[src/rtl/vga_vtiming.sv]
// vga_vtiming -- vertical timing stage for the 800x600@60 SVGA pipeline.
//
// Counts horizontal lines (one per line_done strobe) and produces the
// vertical sync, the vertical-visible flag, the visible row index and a
// frame-start strobe. Every output is registered. The outputs reflect the
// line that starts after the line_done that caused the update.
//
// Ports
//   clk          in   system clock
//   rst_n        in   asynchronous reset, active-low
//   line_done    in   1-cycle strobe: horizontal line finished
//   sync_clr     in   1-cycle strobe: force restart at line 0 (wins over line_done)
//   vsync        out  vertical sync, VSYNC_POL during sync lines
//   v_visible    out  1 during visible lines
//   row          out  visible row index, 0 outside the visible region
//   vcount       out  raw line counter 0..V_TOTAL-1
//   frame_start  out  1-cycle pulse when vcount wraps to 0
//   frame_count  out  frames completed, wraps 255->0
//
// V_SYNC+V_BACK+V_VISIBLE+V_FRONT must not exceed 1024, and every
// region must be at least one line long.
module vga_vtiming #(
    parameter int   V_SYNC    = 4,
    parameter int   V_BACK    = 23,
    parameter int   V_VISIBLE = 600,
    parameter int   V_FRONT   = 1,
    parameter logic VSYNC_POL = 1'b1
) (
    input  logic       clk,
    input  logic       rst_n,
    input  logic       line_done,
    input  logic       sync_clr,
    output logic       vsync,
    output logic       v_visible,
    output logic [9:0] row,
    output logic [9:0] vcount,
    output logic       frame_start,
    output logic [7:0] frame_count
);

    localparam int V_TOTAL = V_SYNC + V_BACK + V_VISIBLE + V_FRONT;

    // Last line number of each region; the FSM leaves a region on the
    // line_done that ends this line.
    localparam logic [9:0] LAST_SYNC = 10'(V_SYNC - 1);
    localparam logic [9:0] LAST_BACK = 10'(V_SYNC + V_BACK - 1);
    localparam logic [9:0] LAST_VIS  = 10'(V_SYNC + V_BACK + V_VISIBLE - 1);
    localparam logic [9:0] LAST_LINE = 10'(V_TOTAL - 1);

    localparam logic [1:0] ST_SYNC  = 2'd0;
    localparam logic [1:0] ST_BACK  = 2'd1;
    localparam logic [1:0] ST_VIS   = 2'd2;
    localparam logic [1:0] ST_FRONT = 2'd3;

    logic [1:0] state;
    logic [1:0] state_n;
    logic [9:0] vcount_n;
    logic [9:0] row_n;
    logic       wrap;

    always_comb begin
        state_n  = state;
        vcount_n = vcount;
        row_n    = row;
        wrap     = 1'b0;
        if (sync_clr) begin
            state_n  = ST_SYNC;
            vcount_n = '0;
            row_n    = '0;
        end else if (line_done) begin
            if (vcount == LAST_LINE) begin
                vcount_n = '0;
            end else begin
                vcount_n = vcount + 10'd1;
            end
            case (state)
                ST_SYNC: begin
                    if (vcount == LAST_SYNC) begin
                        state_n = ST_BACK;
                    end
                end
                ST_BACK: begin
                    if (vcount == LAST_BACK) begin
                        state_n = ST_VIS;
                        row_n   = '0;
                    end
                end
                ST_VIS: begin
                    if (vcount == LAST_VIS) begin
                        state_n = ST_FRONT;
                        row_n   = '0;
                    end else begin
                        row_n = row + 10'd1;
                    end
                end
                ST_FRONT: begin
                    if (vcount == LAST_LINE) begin
                        state_n = ST_SYNC;
                        wrap    = 1'b1;
                    end
                end
                default: begin
                    state_n = ST_SYNC;
                end
            endcase
        end
    end

    // Output flags are decoded from the next state so that they change on
    // the same edge as vcount.
    always_ff @(posedge clk or negedge rst_n) begin
        if (!rst_n) begin
            state       <= ST_SYNC;
            vcount      <= '0;
            row         <= '0;
            vsync       <= VSYNC_POL;
            v_visible   <= 1'b0;
            frame_start <= 1'b0;
            frame_count <= '0;
        end else begin
            state       <= state_n;
            vcount      <= vcount_n;
            row         <= row_n;
            vsync       <= (state_n == ST_SYNC) ? VSYNC_POL : ~VSYNC_POL;
            v_visible   <= (state_n == ST_VIS);
            frame_start <= wrap;
            if (wrap) begin
                frame_count <= frame_count + 8'd1;
            end
        end
    end

endmodule

[config.mk]
export PLATFORM = sky130hd
export DESIGN_NAME = vga_vtiming
export DESIGN_NICKNAME = d
export VERILOG_FILES = /design/src/rtl/vga_vtiming.sv
export SDC_FILE = /design/constraint.sdc
export NUM_CORES = 1
export LEC_CHECK = 0
export BUFFER_PORTS_ARGS = -buffer_cell sky130_fd_sc_hd__buf_2
export CORE_ASPECT_RATIO = 0.9
export CORE_UTILIZATION = 54
export DETAILED_ROUTE_END_ITERATION = 6
export GPL_TIMING_DRIVEN = 0
export MAX_ROUTING_LAYER = met4
export PLACE_DENSITY_LB_ADDON = 0.3
export SLEW_MARGIN = 10
export SYNTH_ARGS = -nofsm -noshare
export SYNTH_HDL_FRONTEND = slang
export SYNTH_SLANG_ARGS = --single-unit
[constraint.sdc]
create_clock -name clk -period 2.7 [get_ports clk]
set_input_delay 0.135 -clock clk [delete_from_list [all_inputs] [get_ports clk]]
set_output_delay 0.135 -clock clk [all_outputs]
set_load 0.02 [all_outputs]
# Word-level counts from Yosys, hierarchy flattened
# Index checks and enable logic that the tools add are counted.
[classes]
n_addsub = 3
eq_ne = 9
muxes = 20
n_reduce_logical = 5
[op_table]
columns = ["cell", "count"]
rows = [
  ["10-bit two-way mux", 7],
  ["10-bit by 1-bit adder with 10-bit output (second input constant)", 2],
  ["10-bit equality test (second input constant)", 2],
  ["10-bit one-hot mux with 2 select lines", 1],
  ["2-bit two-way mux", 6],
  ["10-bit by 2-bit equality test with 1-bit output (second input constant)", 1],
  ["10-bit by 5-bit equality test with 1-bit output (second input constant)", 1],
  ["8-bit by 1-bit adder with 8-bit output (second input constant)", 1],
  ["2-bit one-hot mux with 4 select lines", 1],
  ["2-bit equality test (second input constant)", 3],
  ["1-bit two-way mux", 5],
  ["2-bit logical NOT", 2],
  ["3-bit inequality test (second input constant)", 1],
  ["3-bit AND reduction", 1],
  ["3-bit nonzero test", 1],
  ["2-bit by 1-bit equality test with 1-bit output (second input constant)", 1],
  ["2-bit nonzero test", 1],
]
[word_totals]
register_bits = 33
in_bits = 4
output_inout_bits = 31
elab_cells = 44

# Logic depth before layout (Yosys ltp)
# Gate-level depths: netlist of run 1.
[logic_depth]
ltp_word = 7
ltp_mapped = 7
mapped_depth_nobuf = 7

# Least setup slack after synthesis of run 1
# No wires, ideal clock.
[synth_timing]
kind = "reg-to-reg"
from = "register vcount[2]"
to = "register frame_count[1]"
setup_ns = 0.128
arrival_time_ns = 1.881
required_ns = 2.572
slack_ns = 0.691
path_stages_with_launch = 6
n_path_buf = 1
period_less_slack_ns = 2.009
cell_sequence = "dfrtp_1 -> buf_2 -> nor4_4 -> nand4_2 -> nor2_1 -> mux2_1"
[synth_between]
elab_chain_len = 5
[synth_rtl]
columns = ["item", "line", "text"]
rows = [
  ["start: declaration", "36", "output logic [9:0] vcount,"],
  ["start signal: assignment", "122", "vcount <= vcount_n;"],
  ["10-bit equality test", "97", "if (vcount == LAST_LINE) begin"],
  ["1-bit two-way mux", "97", ""],
  ["1-bit two-way mux", "76", "case (state)"],
  ["1-bit two-way mux", "70", "end else if (line_done) begin"],
  ["1-bit two-way mux", "66", "if (sync_clr) begin"],
  ["end signal: assignment", "128", "frame_count <= frame_count + 8'd1;"],
  ["end: declaration", "38", "output logic [7:0] frame_count"],
]
# Every way passes these cells.
# A chain may end at the register's enable or synchronous reset.

# Worst setup path in the final report of run 1
[layout_timing]
from = "register vcount[3]"
to = "register frame_count[1]"
# Same word-level chain as after synthesis.

==> results of run 1 <==
[layer usage]
metal	wire, um	up-vias	share of wire [%]
met5	0	-	0
met1	1909	772	47
met4	46	0	1.1
met3	174	7	4.3
met2	1957	48	48
li1	-	773	-
[cell usage after synthesis (2+ instances only)]
library cell / number / area (um^2)
nor4_1: 2 / 12.51
dfrtp_1: 32 / 800.8
nand2b_1: 5 / 31.28
a21oi_1: 4 / 20.02
a221o_1: 2 / 20.02
inv_1: 5 / 18.77
or3_1: 3 / 18.77
nand4_1: 8 / 50.05
a31o_2: 2 / 17.52
nand3_1: 7 / 35.03
and4_1: 2 / 17.52
a21o_1: 3 / 22.52
and2_1: 3 / 18.77
nor3_1: 12 / 60.06
xor2_1: 10 / 87.58
and3_1: 5 / 31.28
nand2_1: 13 / 48.80
o21ai_0: 7 / 35.03
ha_1: 4 / 50.05
clkbuf_1: 5 / 18.77
a311oi_1: 2 / 17.52
xnor2_1: 2 / 17.52
a31oi_1: 17 / 106.4
nor2_1: 12 / 45.04
[sequential cells by signal, summed over array words and instances (netlist names)]
name,cells
frame_start,1
v_visible,1
row,10
frame_count,8
vcount,10
state,2
vsync,1
[critical path, delay by kind of cell (launching register included)]
| kind | cells | cell delay, ps |
|---|---|---|
| flops | 1 | 380 |
| simple gates | 3 | 1110 |
| buf+inv | 1 | 210 |
| mux | 1 | 330 |
[layout make-up]
type                            count  area (um^2)  share of cell area, %
Timing Repair Buffer               34        175.2                  8.328
Multi-Input combinational cell    140        923.4                  43.90
Inverter                            5        18.77                 0.8923
Clock buffer                        6        72.57                  3.450
Tap cell                           42        52.55                  2.499
Sequential cell                    33        827.0                  39.32
Clock inverter                      2        10.01                 0.4759
Buffer                              6        23.77                  1.130
[per-stage QoR]
step                worst slack, ps  instance area [um^2]  utilization [%]
floorplan                     691.2                  1793                -
global placement              603.0                  2011            64.56
detailed placement            570.1                  2011            64.56
CTS                           533.9                  2103            67.54
global route                  324.9                  2103            67.54
finish                        537.9                  2103            67.54
[power by group]
group          internal, W  switching, W
Sequential        0.000498    0.00000357
Combinational    0.0000133     0.0000357
Clock             0.000178      0.000178
[final timing paths]
kind                                  end
hold reg to reg            frame_count[7]
hold / removal                   state[0]
setup / recovery           frame_count[1]
setup reg to reg           frame_count[1]
max in group asynchronous  frame_count[3]
min in group asynchronous          row[5]
[logic make-up (layout without fill, tap and decap cells)]
logic type,after synthesis,after routing,synth area share [%]
simple gates,78,78,24.42
buf+inv,11,53,2.373
compound gates,44,44,17.17
mux,2,2,1.256
fa+ha+maj,4,4,2.791
flops,33,33,46.13
xor+xnor,12,12,5.862
[timing repair]
item	CTS	global route
endpoints found under the hold margin	32	0
endpoints found under the setup margin	0	0
hold buffers	1	0
[cells in the final DEF (no fill, tap or decap), types with 3 or more instances in the layout]
cell type,count
o21ai_0,7
clkbuf_8,5
nand2b_1,5
a21oi_1,4
dfrtp_1,32
xor2_1,10
nand3_1,7
a31oi_1,17
buf_2,34
nand4_1,8
clkbuf_1,6
ha_1,4
and2_1,3
and3_1,5
a21o_1,3
inv_1,5
nor2_1,12
nand2_1,13
or3_1,3
nor3_1,12
==> flow_summary_export.csv, run 1 <==
group,metric,value,unit
clocking,ctsRootBufferMaster,"clkbuf_8",
clocking,htreeDepth,2,
sta,period_needed,2162,ps
cells_and_area,drive_gt1_share,22.57,%
worst_hold_path,hold_path.class,"input pin to flip-flop",
setup_path,cp.required,2870,ps
logic_synthesis,synth-edff-count,0,
setup_path,cp-end-kind,"flip-flop",
clocking,post_cts_buffers,0,
logic_synthesis,yosysWarnings,0,
floorplan,die_h,56.67,um
setup_path,critical_path_arrival,2330,ps
logic_synthesis,ys_seq_area_share,46.13,%
setup_path,cp_max_fo,10,
global_routing,grt_use_met2,39.29,%
cells_and_area,nets,233,
sta,setup_viol,0,
flow_run,drv_cap,0,
setup_path,crit_start,"vcount[3]",
setup_path,crit_slowest_cell,"nor4_4",
sta,slew_violations,0,
sta,final_hold_viol_count,0,
power_and_ir_drop,power.leakage,1.044,nW
logic_synthesis,syn-num-nets,192,
setup_path,ff2ff_setup_slack,540,ps
logic_synthesis,synth_area,1793,um^2
global_routing,grt_pass1_wl,6962,um
clocking,numCtsBuffers,5,
floorplan,initial_utilization,57.57,%
clocking,cts.clk_slew.worst_paths,70,ps
setup_path,critPathKind,"flip-flop to flip-flop",
setup_path,r2r-start,"vcount[3]",
power_and_ir_drop,power_density,430.9,nW/um^2
detailed_routing,wl,4088,um
sta,finClkSkew,7.118,ps
detailed_routing,vias,1600,
detailed_routing,drt-initial-drc-count,115,
worst_hold_path,min_path_cells,2,
detailed_routing,wl_per_cell,15.25,um
placement,gp_congestion,0.9248,
global_routing,grt_util_met1,33.77,%
logic_synthesis,synth.distinct_cells,41,
worst_hold_path,hold_start,"sync_clr",
power_and_ir_drop,finalPower,0.0009063,W
floorplan,die_x,62.74,um
logic_synthesis,syn_avg_cell_area,9.744,um^2
setup_path,crit_path_max_incr_delay,570,ps
detailed_routing,post-route-drc-count,0,
detailed_routing,drtPass1Iterations,5,
cells_and_area,fin_cells,268,
global_routing,grt_overflow,0,
sta,fmax,0.4625,GHz
cells_and_area,fill_cells,257,
cells_and_area,syn_to_final_growth,17.31,%
power_and_ir_drop,irDropWorstVdd,0.2635,mV
sta,worstMarginPinSlew,756.3,ps
floorplan,core-area,3114,um^2
floorplan,dieArea,3555,um^2
logic_synthesis,synth_seq_cells,33,
placement,dp_cells,259,
floorplan,row_count,19,
logic_synthesis,synthCells,184,
placement,dp_hpwl,2904,um
global_routing,first_global_vias,1511,
setup_path,path_cells,"clkbuf_1 -> nor4_4 -> nand4_2 -> nor2_1 -> mux2_1",
global_routing,grt_use_met3,6.707,%
placement,port_buffers,33,
setup_path,cp-start-kind,"flip-flop",
outcome,outcome,"complete, no violations",
logic_synthesis,synthArstFlopShare,100.0,%
clocking,clock_sinks,33,
global_routing,grt_busiest_layer,"met2",
global_routing,antenna_found_initial,0,
cells_and_area,diodes,0,
clocking,worstSkewPairLatency,290,ps
sta,whs,299.5,ps
logic_synthesis,synth_ff_type,"dfrtp_1",
clocking,cts-resized-gates,0,
sta,slew_headroom,49.19,%
sta,fin_crit_sh,80.08,%
setup_path,r2r_cells,5,
clocking,cts_max_path_buffers,2,
floorplan,ios,35,
global_routing,grt_max_degree,34,
global_routing,grt_use_total,25.97,%
clocking,cts_tree,"built",
detailed_routing,drtAntennaViolNets,0,
sta,tns,0,ps
detailed_routing,vias_per_cell,5.970,
sta,rsz0062_at_grt,"false",
Power figures use the tool's default switching activity.
==> inputs of run 2 (changes only) <==
--- a/config.mk
+++ b/config.mk
@@ -5,9 +5,10 @@
 export SDC_FILE = /design/constraint.sdc
 export NUM_CORES = 1
 export LEC_CHECK = 0
+export ABC_AREA = 1
 export BUFFER_PORTS_ARGS = -buffer_cell sky130_fd_sc_hd__buf_2
 export CORE_ASPECT_RATIO = 0.9
-export CORE_UTILIZATION = 54
+export CORE_UTILIZATION = 55
 export DETAILED_ROUTE_END_ITERATION = 6
 export GPL_TIMING_DRIVEN = 0
 export MAX_ROUTING_LAYER = met4
==> constraint.sdc (replaced) <==
create_clock -name clk -period 2.2 [get_ports clk]
set_input_delay 0.11 -clock clk [delete_from_list [all_inputs] [get_ports clk]]
set_output_delay 0.11 -clock clk [all_outputs]
set_load 0.02 [all_outputs]
==> run 2 against run 1 <==
  * Sequential power grew 30%
  * Combinational power increased to 2.9 times the previous value
  * Global-route usage is 1.2 points lower
==> flow_summary_export.csv, run 2 <==
group,metric,value,unit
setup_path,endpoint,"row[7]",
setup_path,critical_path_arrival,1910,ps
power_and_ir_drop,power.leakage,1.154,nW
sta,setup_viol,0,
clocking,cts.clk_slew.worst_paths,70,ps
setup_path,r2r-start,"vcount[0]",
global_routing,grt_util_met1,31.81,%
logic_synthesis,synth_area,1981,um^2
power_and_ir_drop,irDropWorstVdd,0.3554,mV
detailed_routing,post-route-drc-count,0,
placement,gp_congestion,0.8922,
sta,slew_violations,0,
global_routing,antenna_found_initial,0,
power_and_ir_drop,p_comb_share,11.3,%
placement,port_buffers,33,
logic_synthesis,ys_seq_area_share,41.76,%
cells_and_area,final_common_cell,"nand2_1",
floorplan,initial_utilization,58.20,%
logic_synthesis,yosysTopAreaCell,"dfrtp_1",
setup_path,crit_slowest_cell,"dfrtp_1",
setup_path,cp_num_buf_inv,2,
placement,dpl-instance-area,2201,um^2
floorplan,core-area,3403,um^2
global_routing,grt_max_degree,34,
setup_path,ff2ff_setup_slack,460,ps
detailed_routing,drtAntennaViolNets,0,
setup_path,cp-start-kind,"flip-flop",
flow_run,drv_cap,0,
logic_synthesis,synth_common_cells,"nand2_1, nor2_1, dfrtp_1, inv_1, nand3_1",
clocking,cts-resized-gates,0,
power_and_ir_drop,p_int,0.0009235,W
setup_path,crit_path_max_incr_delay,410,ps
clocking,htreeDepth,2,
floorplan,ios,35,
global_routing,grt_overflow,0,
clocking,ctsRootBufferMaster,"clkbuf_8",
sta,rsz0062_at_grt,"false",
global_routing,grt_use_total,24.77,%
logic_synthesis,netlist.area_leader.share,40.43,%
sta,finClkSkew,5.712,ps
logic_synthesis,synthCells,263,
logic_synthesis,synth_seq_cells,33,
logic_synthesis,syn-num-nets,271,
outcome,outcome,"complete, no violations",
logic_synthesis,syn_avg_cell_area,7.531,um^2
logic_synthesis,synth.distinct_cells,29,
logic_synthesis,synth_ff_type,"dfrtp_1",
detailed_routing,wl_per_cell,11.84,um
sta,worst_slack,463.8,ps
setup_path,cp_max_fo,6,
cells_and_area,drive_gt1_share,20.98,%
clocking,cts_max_path_buffers,2,
power_and_ir_drop,finalPower,0.001258,W
clocking,clock_sinks,33,
setup_path,path_cells,"inv_1 -> ha_1 -> inv_1 -> nor3_1 -> nand3_1 -> nand4_1 -> nor2_1 -> nand2_1 -> nand2_1",
setup_path,cp-end-kind,"flip-flop",
setup_path,cp_top_family,"simple AND/OR/NAND/NOR gates",
floorplan,dieArea,3845,um^2
sta,fmax,0.5760,GHz
sta,whs,167.8,ps
sta,worstMarginPinSlew,715.4,ps
setup_path,path_depth,9,
worst_hold_path,hold_start,"line_done",
detailed_routing,drtPass1Iterations,5,
clocking,numCtsBuffers,5,
detailed_routing,drt-initial-drc-count,118,
floorplan,die_h,58.93,um
sta,final_hold_viol_count,0,
logic_synthesis,synthArstFlopShare,100.0,%
detailed_routing,wl,4131,um
cells_and_area,reg_top3,"row: 10 flops, vcount: 10 flops, frame_count: 8 flops",
global_routing,first_global_vias,1696,
cells_and_area,nets,312,
cells_and_area,fin_area,2301,um^2
sta,tns,0,ps
power_and_ir_drop,power_density,546.9,nW/um^2
sta,period_needed,1736,ps
placement,dp_hpwl,3036,um
global_routing,grt_pass1_wl,7044,um
clocking,worstSkewPairLatency,280,ps
logic_synthesis,synth-edff-count,0,
detailed_routing,vias_per_cell,5.203,
power_and_ir_drop,p_seq_share,51.6,%
cells_and_area,diodes,0,
cells_and_area,mostFrequentLayoutCells,"nand2_1, nor2_1, buf_2",
setup_path,crit_start,"vcount[0]",
detailed_routing,vias,1816,
setup_path,cp.required,2380,ps
sta,fin_crit_sh,78.92,%
worst_hold_path,hold_path.class,"input pin to flip-flop",
logic_synthesis,synthMostInstantiatedCell,"nand2_1",
setup_path,crit-reg2reg-capture,"row[7]",
global_routing,grt_use_met2,38.00,%
logic_synthesis,yosys-top-cells-area,"dfrtp_1, nand2_1, nor2_1, nand3_1, inv_1",
floorplan,row_count,20,
power_and_ir_drop,power_switching,0.0003348,W
logic_synthesis,yosysWarnings,0,
floorplan,die_x,65.26,um
power_and_ir_drop,p_clk_share,37.1,%
setup_path,critPathKind,"flip-flop to flip-flop",
setup_path,r2r_cells,9,
global_routing,grt_use_met3,5.620,%
global_routing,grt_busiest_layer,"met2",
placement,dp_slack,492.1,ps
power_and_ir_drop,p_sw_share,26.61,%
cells_and_area,syn_to_final_growth,16.17,%
clocking,cts_tree,"built",
sta,slew_headroom,52.31,%
==> run 2: changes by cell type after synthesis, sizes merged, moves of 4 or more <==
cell | previous run | this run
o21ai | 7 | 11
clkbuf | 5 | 0
nor4 | 4 | 0
inv | 5 | 31
nor3 | 12 | 3
nand2b | 5 | 0
nor2 | 12 | 48
and3 | 5 | 0
nand2 | 13 | 77
a31oi | 17 | 0
nand3 | 8 | 24
==> run 2: repair_timing <==
action | in CTS | in global routing
setup buffers | 0 | 0
endpoints found under the setup margin | 0 | 0
hold endpoints to repair | 32 | 0
hold buffers | 1 | 0
==> run 2: worst min path at each step <==
stage,cells after the start,slack (ps),to
floorplan,0,-190,frame_count[0]
global placement,1,200,vcount[8]
detailed placement,1,210,vcount[8]
CTS,3,160,frame_count[6]
global route,3,170,frame_count[6]
finish,3,170,frame_count[6]
==> run 2: through the flow <==
stage / std cells / util, %
CTS: 349 / 67.61
global route: 349 / 67.61
detailed placement: 340 / 64.67
global placement: 340 / 64.67
finish: 349 / 67.61
floorplan: 263 / -
==> run 2: metal layers <==
metal / vias up / share of wire [%]
li1: 920 / -
met4: 0 / 1.4
met5: - / 0
met2: 67 / 46
met1: 822 / 46
met3: 7 / 6.2
==> run 2: worst register-to-register path, cell delays in order (launching register included) <==
cell     delay, ps
dfrtp_1        410
inv_1          110
ha_1           180
inv_1           40
nor3_1         290
nand3_1        290
nand4_1        150
nor2_1          50
nand2_1         60
nand2_1         50
==> run 2: final cells by class <==
| class | count | area, um^2 |
|---|---|---|
| Buffer | 1 | 5.005 |
| Tap cell | 44 | 55.05 |
| Timing Repair Buffer | 34 | 175.2 |
| Sequential cell | 33 | 827.0 |
| Inverter | 32 | 121.4 |
| Multi-Input combinational cell | 197 | 1027 |
| Clock buffer | 8 | 90.09 |
| Fill cell | 304 | 1102 |
==> run 2: power groups by stage <==
stage	clock [W]	sequential (W)	combinational, W
2_1_floorplan	0	0.000678	0.0000712
3_3_place_gp	0	0.000659	0.000138
3_5_place_dp	0	0.000661	0.000142
4_1_cts	0.000474	0.000650	0.000144
5_1_grt	0.000503	0.000653	0.000161
6_report	0.000467	0.000649	0.000142
==> run 2: cell families (layout without fill, tap and decap cells) <==
group	count (synthesis)	count (layout)	synth area share [%]
AO/OA/AOI/OAI	16	16	4.359
XOR/XNOR	10	10	4.422
adder cells (fa/ha/maj)	4	4	2.527
buffers and inverters	33	75	6.380
flip-flops	33	33	41.76
AND/OR/NAND/NOR	167	167	40.56
